File: src/rtl/div_cmp_sub_unit_if.sv
// Bus bundle for the divider compare/subtract/zero-detect unit.
// The master drives operands; the slave returns registered results.
interface div_cmp_sub_unit_if #(
  parameter int WIDTH = 4
) ();
  logic             in_valid;
  logic [WIDTH-1:0] a;
  logic [WIDTH-1:0] b;
  logic [WIDTH-1:0] cnt;
  logic             out_valid;
  logic             lt;
  logic [WIDTH-1:0] diff;
  logic             borrow;
  logic             b_zero;
  logic             cnt_zero;

  modport master (
    output in_valid, a, b, cnt,
    input  out_valid, lt, diff, borrow, b_zero, cnt_zero
  );

  modport slave (
    input  in_valid, a, b, cnt,
    output out_valid, lt, diff, borrow, b_zero, cnt_zero
  );
endinterface

File: src/rtl/div_cmp_sub_unit.sv
// Registered compare / subtract / zero-detect unit for a restoring divider.
// Three small combinational helpers feed a single output register stage.

// Unsigned less-than comparator.
module div_cmp_sub_cmp #(
  parameter int WIDTH = 4
) (
  input  logic [WIDTH-1:0] a,
  input  logic [WIDTH-1:0] b,
  output logic             lt
);
  assign lt = (a < b);
endmodule

// Modulo-2^WIDTH subtractor; the extra top bit of the widened difference
// is the borrow-out, which equals (a < b) for unsigned operands.
module div_cmp_sub_sub #(
  parameter int WIDTH = 4
) (
  input  logic [WIDTH-1:0] a,
  input  logic [WIDTH-1:0] b,
  output logic [WIDTH-1:0] diff,
  output logic             borrow
);
  logic [WIDTH:0] wide;

  assign wide   = {1'b0, a} - {1'b0, b};
  assign diff   = wide[WIDTH-1:0];
  assign borrow = wide[WIDTH];
endmodule

// NOR-reduction: high when every bit of the operand is zero.
module div_cmp_sub_nor #(
  parameter int WIDTH = 4
) (
  input  logic [WIDTH-1:0] val,
  output logic             zero
);
  assign zero = ~|val;
endmodule

module div_cmp_sub_unit #(
  parameter int WIDTH = 4
) (
  input  logic                clk,
  input  logic                rst,
  div_cmp_sub_unit_if.slave   bus
);
  logic             lt_next;
  logic [WIDTH-1:0] diff_next;
  logic             borrow_next;
  logic             b_zero_next;
  logic             cnt_zero_next;

  logic             out_valid_reg;
  logic             lt_reg;
  logic [WIDTH-1:0] diff_reg;
  logic             borrow_reg;
  logic             b_zero_reg;
  logic             cnt_zero_reg;

  div_cmp_sub_cmp #(.WIDTH(WIDTH)) u_cmp (
    .a  (bus.a),
    .b  (bus.b),
    .lt (lt_next)
  );

  div_cmp_sub_sub #(.WIDTH(WIDTH)) u_sub (
    .a      (bus.a),
    .b      (bus.b),
    .diff   (diff_next),
    .borrow (borrow_next)
  );

  div_cmp_sub_nor #(.WIDTH(WIDTH)) u_b_zero (
    .val  (bus.b),
    .zero (b_zero_next)
  );

  div_cmp_sub_nor #(.WIDTH(WIDTH)) u_cnt_zero (
    .val  (bus.cnt),
    .zero (cnt_zero_next)
  );

  // Capture results on in_valid; otherwise hold data and drop the valid bit.
  always_ff @(posedge clk) begin
    if (rst) begin
      out_valid_reg <= 1'b0;
      lt_reg        <= 1'b0;
      diff_reg      <= '0;
      borrow_reg    <= 1'b0;
      b_zero_reg    <= 1'b0;
      cnt_zero_reg  <= 1'b0;
    end else if (bus.in_valid) begin
      out_valid_reg <= 1'b1;
      lt_reg        <= lt_next;
      diff_reg      <= diff_next;
      borrow_reg    <= borrow_next;
      b_zero_reg    <= b_zero_next;
      cnt_zero_reg  <= cnt_zero_next;
    end else begin
      out_valid_reg <= 1'b0;
    end
  end

  assign bus.out_valid = out_valid_reg;
  assign bus.lt        = lt_reg;
  assign bus.diff      = diff_reg;
  assign bus.borrow    = borrow_reg;
  assign bus.b_zero    = b_zero_reg;
  assign bus.cnt_zero  = cnt_zero_reg;
endmodule

File: src/flat_wrapper.sv
// flat-port wrapper written by rule: the top's interface ports become plain ports
module div_cmp_sub_unit_flat 
#(
  parameter int WIDTH = 4
)
  (clk, rst, bus_in_valid, bus_a, bus_b, bus_cnt, bus_out_valid, bus_lt, bus_diff, bus_borrow, bus_b_zero, bus_cnt_zero);
  div_cmp_sub_unit_if #(.WIDTH(WIDTH)) bus_i ();
  input  logic clk;
  input  logic rst;
  input wire logic [$bits(bus_i.in_valid)-1:0] bus_in_valid;
  input wire logic [$bits(bus_i.a)-1:0] bus_a;
  input wire logic [$bits(bus_i.b)-1:0] bus_b;
  input wire logic [$bits(bus_i.cnt)-1:0] bus_cnt;
  output wire logic [$bits(bus_i.out_valid)-1:0] bus_out_valid;
  output wire logic [$bits(bus_i.lt)-1:0] bus_lt;
  output wire logic [$bits(bus_i.diff)-1:0] bus_diff;
  output wire logic [$bits(bus_i.borrow)-1:0] bus_borrow;
  output wire logic [$bits(bus_i.b_zero)-1:0] bus_b_zero;
  output wire logic [$bits(bus_i.cnt_zero)-1:0] bus_cnt_zero;
  assign bus_i.in_valid = bus_in_valid;
  assign bus_i.a = bus_a;
  assign bus_i.b = bus_b;
  assign bus_i.cnt = bus_cnt;
  assign bus_out_valid = bus_i.out_valid;
  assign bus_lt = bus_i.lt;
  assign bus_diff = bus_i.diff;
  assign bus_borrow = bus_i.borrow;
  assign bus_b_zero = bus_i.b_zero;
  assign bus_cnt_zero = bus_i.cnt_zero;
  div_cmp_sub_unit #(.WIDTH(WIDTH)) u_core (.clk(clk), .rst(rst), .bus(bus_i));
endmodule
File: config.mk
export PLATFORM = sky130hd
export DESIGN_NAME = div_cmp_sub_unit_flat
export DESIGN_NICKNAME = d
export VERILOG_FILES = /design/src/rtl/div_cmp_sub_unit_if.sv /design/src/rtl/div_cmp_sub_unit.sv /design/src/flat_wrapper.sv
export SDC_FILE = /design/constraint.sdc
export NUM_CORES = 1
export LEC_CHECK = 0
export ABC_CLOCK_PERIOD_IN_PS = 1200
export CAP_MARGIN = 40
export CORE_MARGIN = 4
export CORE_UTILIZATION = 36
export DETAILED_ROUTE_END_ITERATION = 16
export PLACE_DENSITY = 0.73
export RECOVER_POWER = 50
export SLEW_MARGIN = 10
export SYNTH_ARGS = -nofsm -noshare
export SYNTH_HDL_FRONTEND = slang
export SYNTH_HIERARCHICAL = 1
export SYNTH_SLANG_ARGS = --single-unit
File: constraint.sdc
create_clock -name clk -period 1.2 [get_ports clk]
set_input_delay 0.12 -clock clk [delete_from_list [all_inputs] [get_ports clk]]
set_output_delay 0.12 -clock clk [all_outputs]
set_load 0.01 [all_outputs]
# Word-level counts from Yosys, hierarchy flattened
# Index checks and enable logic that the tools add are counted.
# Widths: inputs -> output; s select.
[word_totals]
wordCells = 13
register_bits = 9
[op_classes]
muxes = 1
reduce_logical = 4
magnitude_cmp = 1
n_addsub = 1
[op_table]
columns = ["op", "n"]
rows = [
  ["$reduce_or 4->1", 2],
  ["$sub 4x4->5", 1],
  ["$lt 4x4->1", 1],
  ["$logic_not 1->1", 2],
  ["$mux 1", 1],
]

# Longest topological paths before layout
# Gate-level depths: netlist of the first run.
[depth]
depth_word = 2
ltp_mapped = 8

# Cells and area by module
# The synthesis of the first run kept the hierarchy.
[modules_own_cells]
columns = ["module", "cells_per_inst", "n_inst", "area_each_um2"]
rows = [
  ["div_cmp_sub_unit", 28, 1, 312.8],
  ["div_cmp_sub_sub", 18, 1, 137.6],
  ["div_cmp_sub_cmp", 11, 1, 85.1],
  ["div_cmp_sub_nor", 1, 2, 12.5],
]

# Worst setup path after synthesis of the first run
# Ideal clock, no wire load.
[synth_path]
path_kind = "input port to flip-flop"
start = "input port bus_a[0]"
end = "register u_core.borrow_reg (netlist: u_core/bus.borrow)"
t_arrival_ns = 1.211
path_buffers = 0
path_stages = 8
setup_slack_ns = -0.075
required_time_ns = 1.136
cell_sequence = "inv_1 -> ha_1 -> inv_1 -> fa_1 -> a21o_2 -> a21oi_1 -> mux2i_1 -> nor2_1"
[synth_between]
elab_chain_cells = 1
[synth_rtl]
columns = ["element", "line", "text"]
rows = [
  ["from (decl)", "flat_wrapper.sv:11", "input wire logic [$bits(bus_i.a)-1:0] bus_a;"],
  ["$sub 4x4->5", "div_cmp_sub_unit.sv:27", "assign wide = {1'b0, a} - {1'b0, b};"],
  ["named net u_core.borrow_next", "div_cmp_sub_unit.sv:51", "logic borrow_next;"],
  ["to (signal assigned)", "div_cmp_sub_unit.sv:98", "borrow_reg <= borrow_next;"],
  ["to (decl)", "div_cmp_sub_unit.sv:58", "logic borrow_reg;"],
]
# The timed path passes the listed nets, and every way through them passes these cells.
# A chain may end at the register's enable or synchronous reset.

# Final worst setup path of the first run
[layout_path]
start = "input port bus_a[1]"
end = "register u_core.lt_reg (netlist: u_core/bus.lt)"
[layout_between]
elab_chain_cells = 1
[layout_rtl]
columns = ["element", "line", "text"]
rows = [
  ["$lt 4x4->1", "div_cmp_sub_unit.sv:12", "assign lt = (a < b);"],
  ["named net u_core.lt_next", "div_cmp_sub_unit.sv:49", "logic lt_next;"],
  ["to (signal assigned)", "div_cmp_sub_unit.sv:96", "lt_reg <= lt_next;"],
  ["to (decl)", "div_cmp_sub_unit.sv:56", "logic lt_reg;"],
]
# The timed path passes the listed nets, and every way through them passes these cells.

==> results of run 1 <==
tightest hold or removal path, stage by stage:
cell,delay [ns]
clkbuf_2,0.10
buf_4,0.10
nor4_2,0.03
mux2i_1,0.15
nor2_1,0.05
synthesized netlist by cell type:
| cell | instances | area (µm²) |
|---|---|---|
| nor4_2 | 2 | 25.0 |
| nand2_1 | 1 | 3.75 |
| nor2b_1 | 1 | 6.26 |
| dfxtp_1 | 9 | 180 |
| nor2_1 | 9 | 33.8 |
| nand2b_1 | 1 | 6.26 |
| xor2_1 | 2 | 17.5 |
| a2111oi_2 | 1 | 15.0 |
| a21o_2 | 1 | 8.76 |
| nor3_1 | 1 | 5.00 |
| buf_6 | 1 | 11.3 |
| fa_1 | 1 | 20.0 |
| o21ai_1 | 1 | 5.00 |
| mux2i_1 | 8 | 80.1 |
| or3_1 | 1 | 6.26 |
| inv_1 | 9 | 33.8 |
| clkbuf_2 | 1 | 5.00 |
| ha_1 | 7 | 87.6 |
| a21oi_1 | 2 | 10.0 |
final timing paths:
path | startpoint | to | slack, ns
worst min register to register | u_core/bus.diff[0] | u_core/bus.diff[0] | 0.49
worst max-delay path | bus_a[1] | u_core/bus.lt | 0.04
worst min-delay path | bus_b[2] | u_core/bus.b_zero | 0.35
worst max register to register | u_core/bus.b_zero | u_core/bus.b_zero | 0.57
report_power, final:
group / internal, mW / switching [mW] / total, mW
logic: 0.146 / 0.115 / 0.261
registers: 0.321 / 0.00919 / 0.331
clock network: 0.128 / 0.0998 / 0.228
cell type report:
type                            count  area [µm²]
Clock buffer                        4        26.3
Timing Repair Buffer               31         268
Tap cell                           15        18.8
Sequential cell                     9         180
Inverter                            9        36.3
Multi-Input combinational cell     39         374
Fill cell                         123         479
routing by layer:
layer | up-vias | GRT usage (%) | share of wire [%]
met5 | - | 0 | 0
met4 | 0 | 4.97 | 0
met3 | 0 | 6.77 | 6.5
met2 | 15 | 24.1 | 52
li1 | 261 | - | -
met1 | 225 | 17.0 | 42
metrics by stage:
step | utilization (%) | TNS [ns] | setup WS (ns)
final | 65.3 | 0 | 0.0443
after detailed placement | 64.2 | -2.71 | -0.608
after CTS | 66.0 | 0 | 0.00411
after global placement | 64.2 | -2.48 | -0.549
after global routing | 65.3 | -0.0325 | -0.0325
after floorplan | - | 0 | 0.00997
repair_timing:
action | 4_1_cts | 5_1_grt
hold endpoints to repair | 0 | 0
gates resized for setup | 22 | 9
endpoints found under the setup margin | 14 | 3
gates cloned | 0 | 0
pin swaps | 5 | 1
cells by family after synthesis:
family                     Yosys count  synth area share, %
adders and majority gates            8                 19.2
DFF                                  9                 32.1
buffers and inverters               11                 8.93
AOI/OAI and AO/OA                    5                 6.92
muxes                                8                 14.3
and+or+nand+nor                     16                 15.4
xor gates and xnor gates             2                 3.13
==> flow_metrics.env, run 1 <==
export IMPL_cts_root_buf="clkbuf_4"
export IMPL_vias=501
export IMPL_post_route_drc_count=0
export IMPL_grt_pass1_wl_mm=2.29
export IMPL_pwr_density_cell_nw_per_um2=907
export IMPL_yosysUniqueCellTypes=19
export IMPL_required_ns=1.33
export IMPL_ir_worst_vdd_v=0.000702
export IMPL_grt_max_degree=10
export IMPL_crit_family="simple AND/OR/NAND/NOR gates"
export IMPL_period_needed_ns=1.16
export IMPL_worst_path_buf_inv=1
export IMPL_die_area_um2=2250
export IMPL_relSlewSlack_pct=75.7
export IMPL_p_leak_nw=0.459
export IMPL_htreeDepth=1
export IMPL_first_global_vias=547
export IMPL_die_w_um=47.5
export IMPL_cp_end_kind="flop"
export IMPL_max_stage_delay_ns=0.38
export IMPL_syn_area_per_cell_um2=9.50
export IMPL_crit_cells=6
export IMPL_finalMaxSlewViolations=0
export IMPL_hold_depth=5
export IMPL_layout_worst_path_cycle_share_pct=96.3
export IMPL_io_pins=24
export IMPL_hold_viol=0
export IMPL_synth_nets=82
export IMPL_antenna_found_initial=0
export IMPL_drt_pre_antenna_iters=4
export IMPL_critPathLaunchType="primary input"
export IMPL_largest_reg_flops=4
export IMPL_placed_cell_area_um2=887
export IMPL_postCtsSetupBuffers=0
export IMPL_cts_made_buffers=3
export IMPL_final_cell_mix="dlygate4sd2_1, nor2_1, dfxtp_1, mux2i_1"
export IMPL_vias_per_cell=4.68
export IMPL_overflow=0
export IMPL_port_buffers=23
export IMPL_place_inst=103
export IMPL_post_synth_instance_area_um2=561
export IMPL_die_y_um=47.5
export IMPL_cts_buffer_depth=2
export IMPL_routed_wirelength_mm=1.25
export IMPL_dp_hpwl_mm=1.03
export IMPL_cp_slowest_cell="or3_1"
export IMPL_core_area_um2=1380
export IMPL_synth_cells=59
export IMPL_fin_nets=116
export IMPL_cts_hold_buffers=0
export IMPL_num_rows=13
export IMPL_min_path_type="in2reg"
export IMPL_worstRegToRegCells=2
export IMPL_tightest_slew_ns=0.363
export IMPL_path_class="in2reg"
export IMPL_finalInstanceArea_um2=903
export IMPL_start_util_pct=40.5
export IMPL_rsz0062_at_grt="yes"
export IMPL_antenna_cells=0
export IMPL_ys_ff_latch=9
export IMPL_setup_viol=0
export IMPL_cp_arrival_ns=1.29
export IMPL_fin_worst_skew_ns=0
export IMPL_drtIter0Drc=8
export IMPL_clock_latency_ns=0.25
export IMPL_yosysSeqAreaShare_pct=32.1
export IMPL_drive_above_1_share_pct=31.5
export IMPL_areaGrowthSynthToFinish_pct=61.2
export IMPL_max_freq_mhz=865
export IMPL_outcome="finished clean"
export IMPL_total_power_mw=0.819
export IMPL_gp_congestion=0.726
export IMPL_cts_clk_slew_worst_paths_ns=0.05
export IMPL_whs_ns=0.352
export IMPL_cts_tree="done"
export IMPL_drv_cap=0
export IMPL_post_drt_wl_per_cell_um=11.7
export IMPL_final_common_cell="dlygate4sd2_1"
export IMPL_crit_fanout=2
export IMPL_grtUsageTotal_pct=14.7
export IMPL_yosys_warnings=6
export IMPL_cts_sinks=9
export IMPL_ant_nets=0
export IMPL_cp_cell_sequence="dlygate4sd2_1 -> ha_1 -> a2111oi_2 -> or3_1 -> mux2i_1 -> nor2_1"
export IMPL_finalNonFillerCells=107
(Power assumes the default switching activity.)
==> run 2: changes to the inputs <==
Settings changed: ABC_CLOCK_PERIOD_IN_PS 1200 to unset.
==> results of run 2 <==
Same layout as run 1: the final DEF is identical, and so are final timing and power.
